$ cat config.mk
export PLATFORM = sky130hd
export DESIGN_NAME = logic_unit_acc
export DESIGN_NICKNAME = d
export VERILOG_FILES = /design/src/rtl/logic_unit_pkg.sv /design/src/rtl/logic_unit_core.sv /design/src/rtl/logic_unit_acc.sv
export SDC_FILE = /design/constraint.sdc
export NUM_CORES = 1
export LEC_CHECK = 0
export ABC_CLOCK_PERIOD_IN_PS = 3400
export BUFFER_PORTS_ARGS = -buffer_cell sky130_fd_sc_hd__buf_4
export CORE_ASPECT_RATIO = 0.7
export CORE_MARGIN = 8
export CORE_UTILIZATION = 50
export CTS_CLUSTER_DIAMETER = 100
export DETAILED_ROUTE_END_ITERATION = 12
export PLACE_DENSITY = 0.75
export SLEW_MARGIN = 5
export SYNTH_ARGS = -nofsm -noshare
export SYNTH_HDL_FRONTEND = slang
export SYNTH_SLANG_ARGS = --single-unit
$ cat constraint.sdc
create_clock -name clk -period 3.4 [get_ports clk]
set_clock_uncertainty 0.1 [all_clocks]
set_input_delay 0.68 -clock clk [delete_from_list [all_inputs] [get_ports clk]]
set_output_delay 0.68 -clock clk [all_outputs]
set_load 0.02 [all_outputs]
$ cat src/rtl/logic_unit_pkg.sv
// logic_unit_pkg: opcode constants and opcode-name helper for the logic unit
package logic_unit_pkg;
   localparam logic [2:0] OP_AND   = 3'b000;
   localparam logic [2:0] OP_OR    = 3'b001;
   localparam logic [2:0] OP_NAND  = 3'b010;
   localparam logic [2:0] OP_NOR   = 3'b011;
   localparam logic [2:0] OP_XOR   = 3'b100;
   localparam logic [2:0] OP_XNOR  = 3'b101;
   localparam logic [2:0] OP_NOTA  = 3'b110;
   localparam logic [2:0] OP_PASSB = 3'b111;

   function automatic string op_name(input logic [2:0] op);
      return op == OP_AND  ? "AND"  : op == OP_OR   ? "OR"   :
             op == OP_NAND ? "NAND" : op == OP_NOR  ? "NOR"  :
             op == OP_XOR  ? "XOR"  : op == OP_XNOR ? "XNOR" :
             op == OP_NOTA ? "NOTA" : "PASSB";
   endfunction
endpackage

$ cat src/rtl/logic_unit_core.sv
// logic_unit_core: combinational bitwise function selected by opcode
module logic_unit_core
   import logic_unit_pkg::*;
#(
   parameter int WIDTH = 8
) (
   input  logic [2:0]       op,
   input  logic [WIDTH-1:0] a,
   input  logic [WIDTH-1:0] b,
   output logic [WIDTH-1:0] f
);
   // select the bitwise operation; NOT A ignores b, PASS B ignores a
   always_comb begin
      case (op)
         OP_AND:  f = a & b;
         OP_OR:   f = a | b;
         OP_NAND: f = ~(a & b);
         OP_NOR:  f = ~(a | b);
         OP_XOR:  f = a ^ b;
         OP_XNOR: f = ~(a ^ b);
         OP_NOTA: f = ~a;
         default: f = b;
      endcase
   end
endmodule

$ cat src/rtl/logic_unit_acc.sv
// logic_unit_acc: registered logic unit with accumulator, handshake, flags and counter
module logic_unit_acc
   import logic_unit_pkg::*;
#(
   parameter int WIDTH = 8,
   parameter int CNT_W = 8
) (
   input  logic             clk,
   input  logic             reset,
   input  logic             in_valid,
   output logic             in_ready,
   input  logic [2:0]       op,
   input  logic             acc_mode,
   input  logic             clr,
   input  logic [WIDTH-1:0] a,
   input  logic [WIDTH-1:0] b,
   output logic             out_valid,
   input  logic             out_ready,
   output logic [WIDTH-1:0] result,
   output logic             zero,
   output logic             parity,
   output logic [WIDTH-1:0] acc,
   output logic [CNT_W-1:0] op_count
);
   logic             valid_q, valid_d, zero_q, zero_d, parity_q, parity_d, accept;
   logic [WIDTH-1:0] res_q, res_d, acc_q, acc_d, a_eff, f;
   logic [CNT_W-1:0] cnt_q, cnt_d;

   assign in_ready = !valid_q || out_ready;
   assign accept   = in_valid && in_ready;
   assign a_eff    = acc_mode ? (clr ? '0 : acc_q) : a;

   logic_unit_core #(.WIDTH(WIDTH)) u_core (.op(op), .a(a_eff), .b(b), .f(f));

   // next state: an accept loads result, flags and accumulator; otherwise clr may zero the accumulator
   always_comb begin
      res_d    = accept ? f : res_q;
      zero_d   = accept ? ~|f : zero_q;
      parity_d = accept ? ^f : parity_q;
      acc_d    = accept ? f : (clr ? '0 : acc_q);
      cnt_d    = accept ? cnt_q + CNT_W'(1) : cnt_q;
      valid_d  = accept ? 1'b1 : (out_ready ? 1'b0 : valid_q);
   end

   // state registers; reset drops any pending result
   always_ff @(posedge clk) begin
      if (reset) begin
         valid_q  <= 1'b0;
         res_q    <= '0;
         zero_q   <= 1'b1;
         parity_q <= 1'b0;
         acc_q    <= '0;
         cnt_q    <= '0;
      end else begin
         valid_q  <= valid_d;
         res_q    <= res_d;
         zero_q   <= zero_d;
         parity_q <= parity_d;
         acc_q    <= acc_d;
         cnt_q    <= cnt_d;
      end
   end

   assign out_valid = valid_q;
   assign result    = res_q;
   assign zero      = zero_q;
   assign parity    = parity_q;
   assign acc       = acc_q;
   assign op_count  = cnt_q;
endmodule

==> results.txt <==
----------------------------------------------------
[Synthesis]
  Register bit count reported by yosys ... 27
  Most instantiated cells after synthesis ... sky130_fd_sc_hd__dfxtp_1, sky130_fd_sc_hd__nand2_1, sky130_fd_sc_hd__nand2b_1
  Number of distinct standard cells referenced by the synthesized netlist ... 43
  Share of Yosys cell area claimed by the top area cell type ... 0.241
  Cell type with the highest aggregate area in the netlist ... sky130_fd_sc_hd__dfxtp_1
  Post-synthesis instance area ... 2240 µm²
  Count leader, synth ... sky130_fd_sc_hd__dfxtp_1
  Dominant register cell in the synthesized netlist ... sky130_fd_sc_hd__dfxtp_1
  Warnings, synthesis ... 0
  Share of the yosys chip area belonging to registers ... 0.241
  Post-synthesis async set-or-reset flop share ... 0
  Top cells by area, synth ... sky130_fd_sc_hd__dfxtp_1, sky130_fd_sc_hd__ha_1, sky130_fd_sc_hd__nand2b_1
  Number of enable-type register cells in the synthesized netlist ... 0
  Synthesized net count ... 306
  Average footprint of a synthesized cell ... 8.38 µm²
  Synth Instances ... 267

[Clocking]
  Clk_lat worst skew ... 0.28 ns
  Clock Pin Slew Worst Setup and Hold Paths ... 0.10 ns
  Maximum clock path buffer count ... 2
  Maximum level of the CTS H-tree ... 1
  CTS tree ... yes
  Number of sinks handled by clock tree synthesis ... 27
  Quantity of gates resized following cts ... 0
  TritonCTS buffer count ... 3
  Clk Tree Root Cell ... sky130_fd_sc_hd__clkbuf_8
  Count of hold-fix buffers inserted at cts ... 0
  Setup fix buffers added after clock tree synthesis ... 0

[Outcome]
  Run status ... complete, no violations

[Floorplan]
  Effective utilization at floorplan ... 0.517
  Core region area ... 4330 µm²
  Num rows ... 20
  Die X ... 96.0 µm
  Number of top-level pins ... 53
  Vert. Die Dim ... 72.0 µm
  Die ar. ... 6910 µm²

[Place]
  Sum of net half-perimeters after detailed placement ... 4730 µm
  Worst setup slack before clock tree synthesis ... 0.0954 ns
  Final RePlAce weighted congestion ... 0.911
  Cell count after placement ... 354
  Placed cell areas ... 2610 µm²
  PortBufs ... 52

[Layout]
  Finished Core Util ... 0.614
  Finished layout cell area ... 2660 µm²
  Final-stage net count ... 343
  Fraction of final layout cells with drive strength greater than 1 ... 0.231
  Number of diodes added for antenna fixing ... 0
  Final Instance Count excl. Fillers ... 358
  P&R area growth vs syn ... 18.8%

[Min path]
  Worst Hold Class ... flop to flop

[GRT]
  Maximum number of pins on one net before global-route repair ... 34
  Wire length of the first global-routing pass ... 10400 µm
  Global route overflow ... 0
  Number of antenna violations at the first check in global routing ... 0
  Vias in the first global route ... 2110
  Global routing usage summed across all routing layers ... 0.183

[STA]
  Final worst path period share ... 0.892
  Max Clock Freq ... 330 MHz
  Worst hold slack ... 0.401 ns
  Worst path setup slack after routing ... 0.367 ns
  Clock period minus worst slack ... 3.03 ns
  Worst-margin pin slew ... 0.652 ns
  Setup-failing EPs final ... 0
  Headroom to the max-slew limit ... 0.561
  Total negative setup slack ... 0 ns
  Hold violation count in the final report ... 0
  Number of pins with negative max-slew slack in the final report ... 0
  Unrepaired setup endpoints after global routing ... false

[Setup path]
  Worst setup path category ... primary input to flop
  Data arrival time at the worst-slack endpoint ... 3.12 ns
  Crit path capture type ... flop
  Worst Path Max Fanout ... 16
  Required arrival time at the worst endpoint ... 3.49 ns
  Setup crit start kind ... primary input

[Routing]
  Via total after detailed routing ... 2209
  Drt first-iter violations ... 114
  Pre-Repair DR Iteration Count ... 4
  Mean routed wirelength per cell ... 17.6 µm
  Antenna violation net count after detailed routing ... 0
  Total wire length ... 6300 µm
  Post-DR vias/cell ... 6.17
  DRC ... 0

[Pwr]
  Post-layout power ... 879 µW
  Maximum VDD drop ... 235 µV
  Leakage ... 1.11 nW
  Pwr per Cell Area ... 331 nW/µm²

[Run]
  Number of violations of the max-capacitance limit ... 0

----------------------------------------------------
[critical path, stage by stage]
cell	delay, ns
sky130_fd_sc_hd__buf_4	0.18
sky130_fd_sc_hd__nand2b_1	0.18
sky130_fd_sc_hd__nand2_1	0.08
sky130_fd_sc_hd__ha_1	0.28
sky130_fd_sc_hd__or4bb_1	0.48
sky130_fd_sc_hd__o211ai_1	0.15
sky130_fd_sc_hd__nor4_1	0.07
sky130_fd_sc_hd__o21bai_1	0.16
sky130_fd_sc_hd__ha_1	0.32
sky130_fd_sc_hd__xnor2_1	0.21
sky130_fd_sc_hd__xnor2_1	0.09
sky130_fd_sc_hd__a211oi_1	0.24
[cells in the final DEF, fill, tap and decap left out, types with 2 or more instances in the layout]
master / n
sky130_fd_sc_hd__a2111oi_2: 7
sky130_fd_sc_hd__a21oi_1: 13
sky130_fd_sc_hd__and2_1: 2
sky130_fd_sc_hd__buf_4: 55
sky130_fd_sc_hd__clkbuf_8: 3
sky130_fd_sc_hd__dfxtp_1: 27
sky130_fd_sc_hd__ha_1: 14
sky130_fd_sc_hd__inv_1: 4
sky130_fd_sc_hd__mux2i_1: 8
sky130_fd_sc_hd__nand2_1: 21
sky130_fd_sc_hd__nand2b_1: 21
sky130_fd_sc_hd__nand3_1: 2
sky130_fd_sc_hd__nand3b_1: 13
sky130_fd_sc_hd__nand4_1: 11
sky130_fd_sc_hd__nor2_1: 15
sky130_fd_sc_hd__nor3_1: 7
sky130_fd_sc_hd__nor4_1: 15
sky130_fd_sc_hd__nor4b_1: 3
sky130_fd_sc_hd__o2111a_1: 4
sky130_fd_sc_hd__o2111ai_1: 3
sky130_fd_sc_hd__o211ai_1: 4
sky130_fd_sc_hd__o21ai_0: 2
sky130_fd_sc_hd__o21bai_1: 4
sky130_fd_sc_hd__o221ai_1: 3
sky130_fd_sc_hd__o32ai_1: 3
sky130_fd_sc_hd__o41ai_1: 2
sky130_fd_sc_hd__or2_2: 2
sky130_fd_sc_hd__or3_1: 2
sky130_fd_sc_hd__or4b_1: 7
sky130_fd_sc_hd__or4bb_1: 7
sky130_fd_sc_hd__xnor2_1: 5
sky130_fd_sc_hd__xor2_1: 4
[path summary, 6_finish.rpt]
path,from,endpoint,slack [ns],cells after the start
worst max-delay path,acc_mode,parity,0.37,12
worst min-delay path,op_count[1],op_count[1],0.40,2
worst max register to register,acc[4],parity,0.65,11
worst min register to register,op_count[1],op_count[1],0.40,2
[power by group]
part	leakage, nW	internal [mW]	switching, mW
combinational	0.869	0.153	0.181
clock	0.0217	0.0833	0.104
sequential	0.223	0.341	0.0182
total	1.11	0.577	0.303
[area by class of cell]
type / count / area, µm²
Tap cell: 55 / 68.8
Inverter: 4 / 15.0
Multi-Input combinational cell: 213 / 1570
Clock inverter: 1 / 7.51
Fill cell: 401 / 1670
Timing Repair Buffer: 55 / 413
Clock buffer: 3 / 41.3
Sequential cell: 27 / 541
[state kept, by name (all words and copies together) (netlist names)]
| signal | count |
|---|---|
| out_valid | 1 |
| result | 8 |
| op_count | 8 |
| parity | 1 |
| acc | 8 |
| zero | 1 |
[cell families after synthesis]
family / share of synthesized area
and+or+nand+nor: 0.370
DFF: 0.241
buffers and inverters: 0.0553
xor gates and xnor gates: 0.0352
adders and majority gates: 0.0783
muxes: 0.0358
AOI/OAI and AO/OA: 0.184
[per-layer routing]
| layer | track usage | share of wire | wire [µm] |
|---|---|---|---|
| met1 | 0.251 | 0.44 | 2800 |
| met2 | 0.281 | 0.46 | 2900 |
| met3 | 0.0536 | 0.089 | 558 |
| met4 | 0.0272 | 0.0062 | 39 |
| met5 | 0 | 0 | 0 |
No activity file was read; power rests on OpenSTA's default activity.
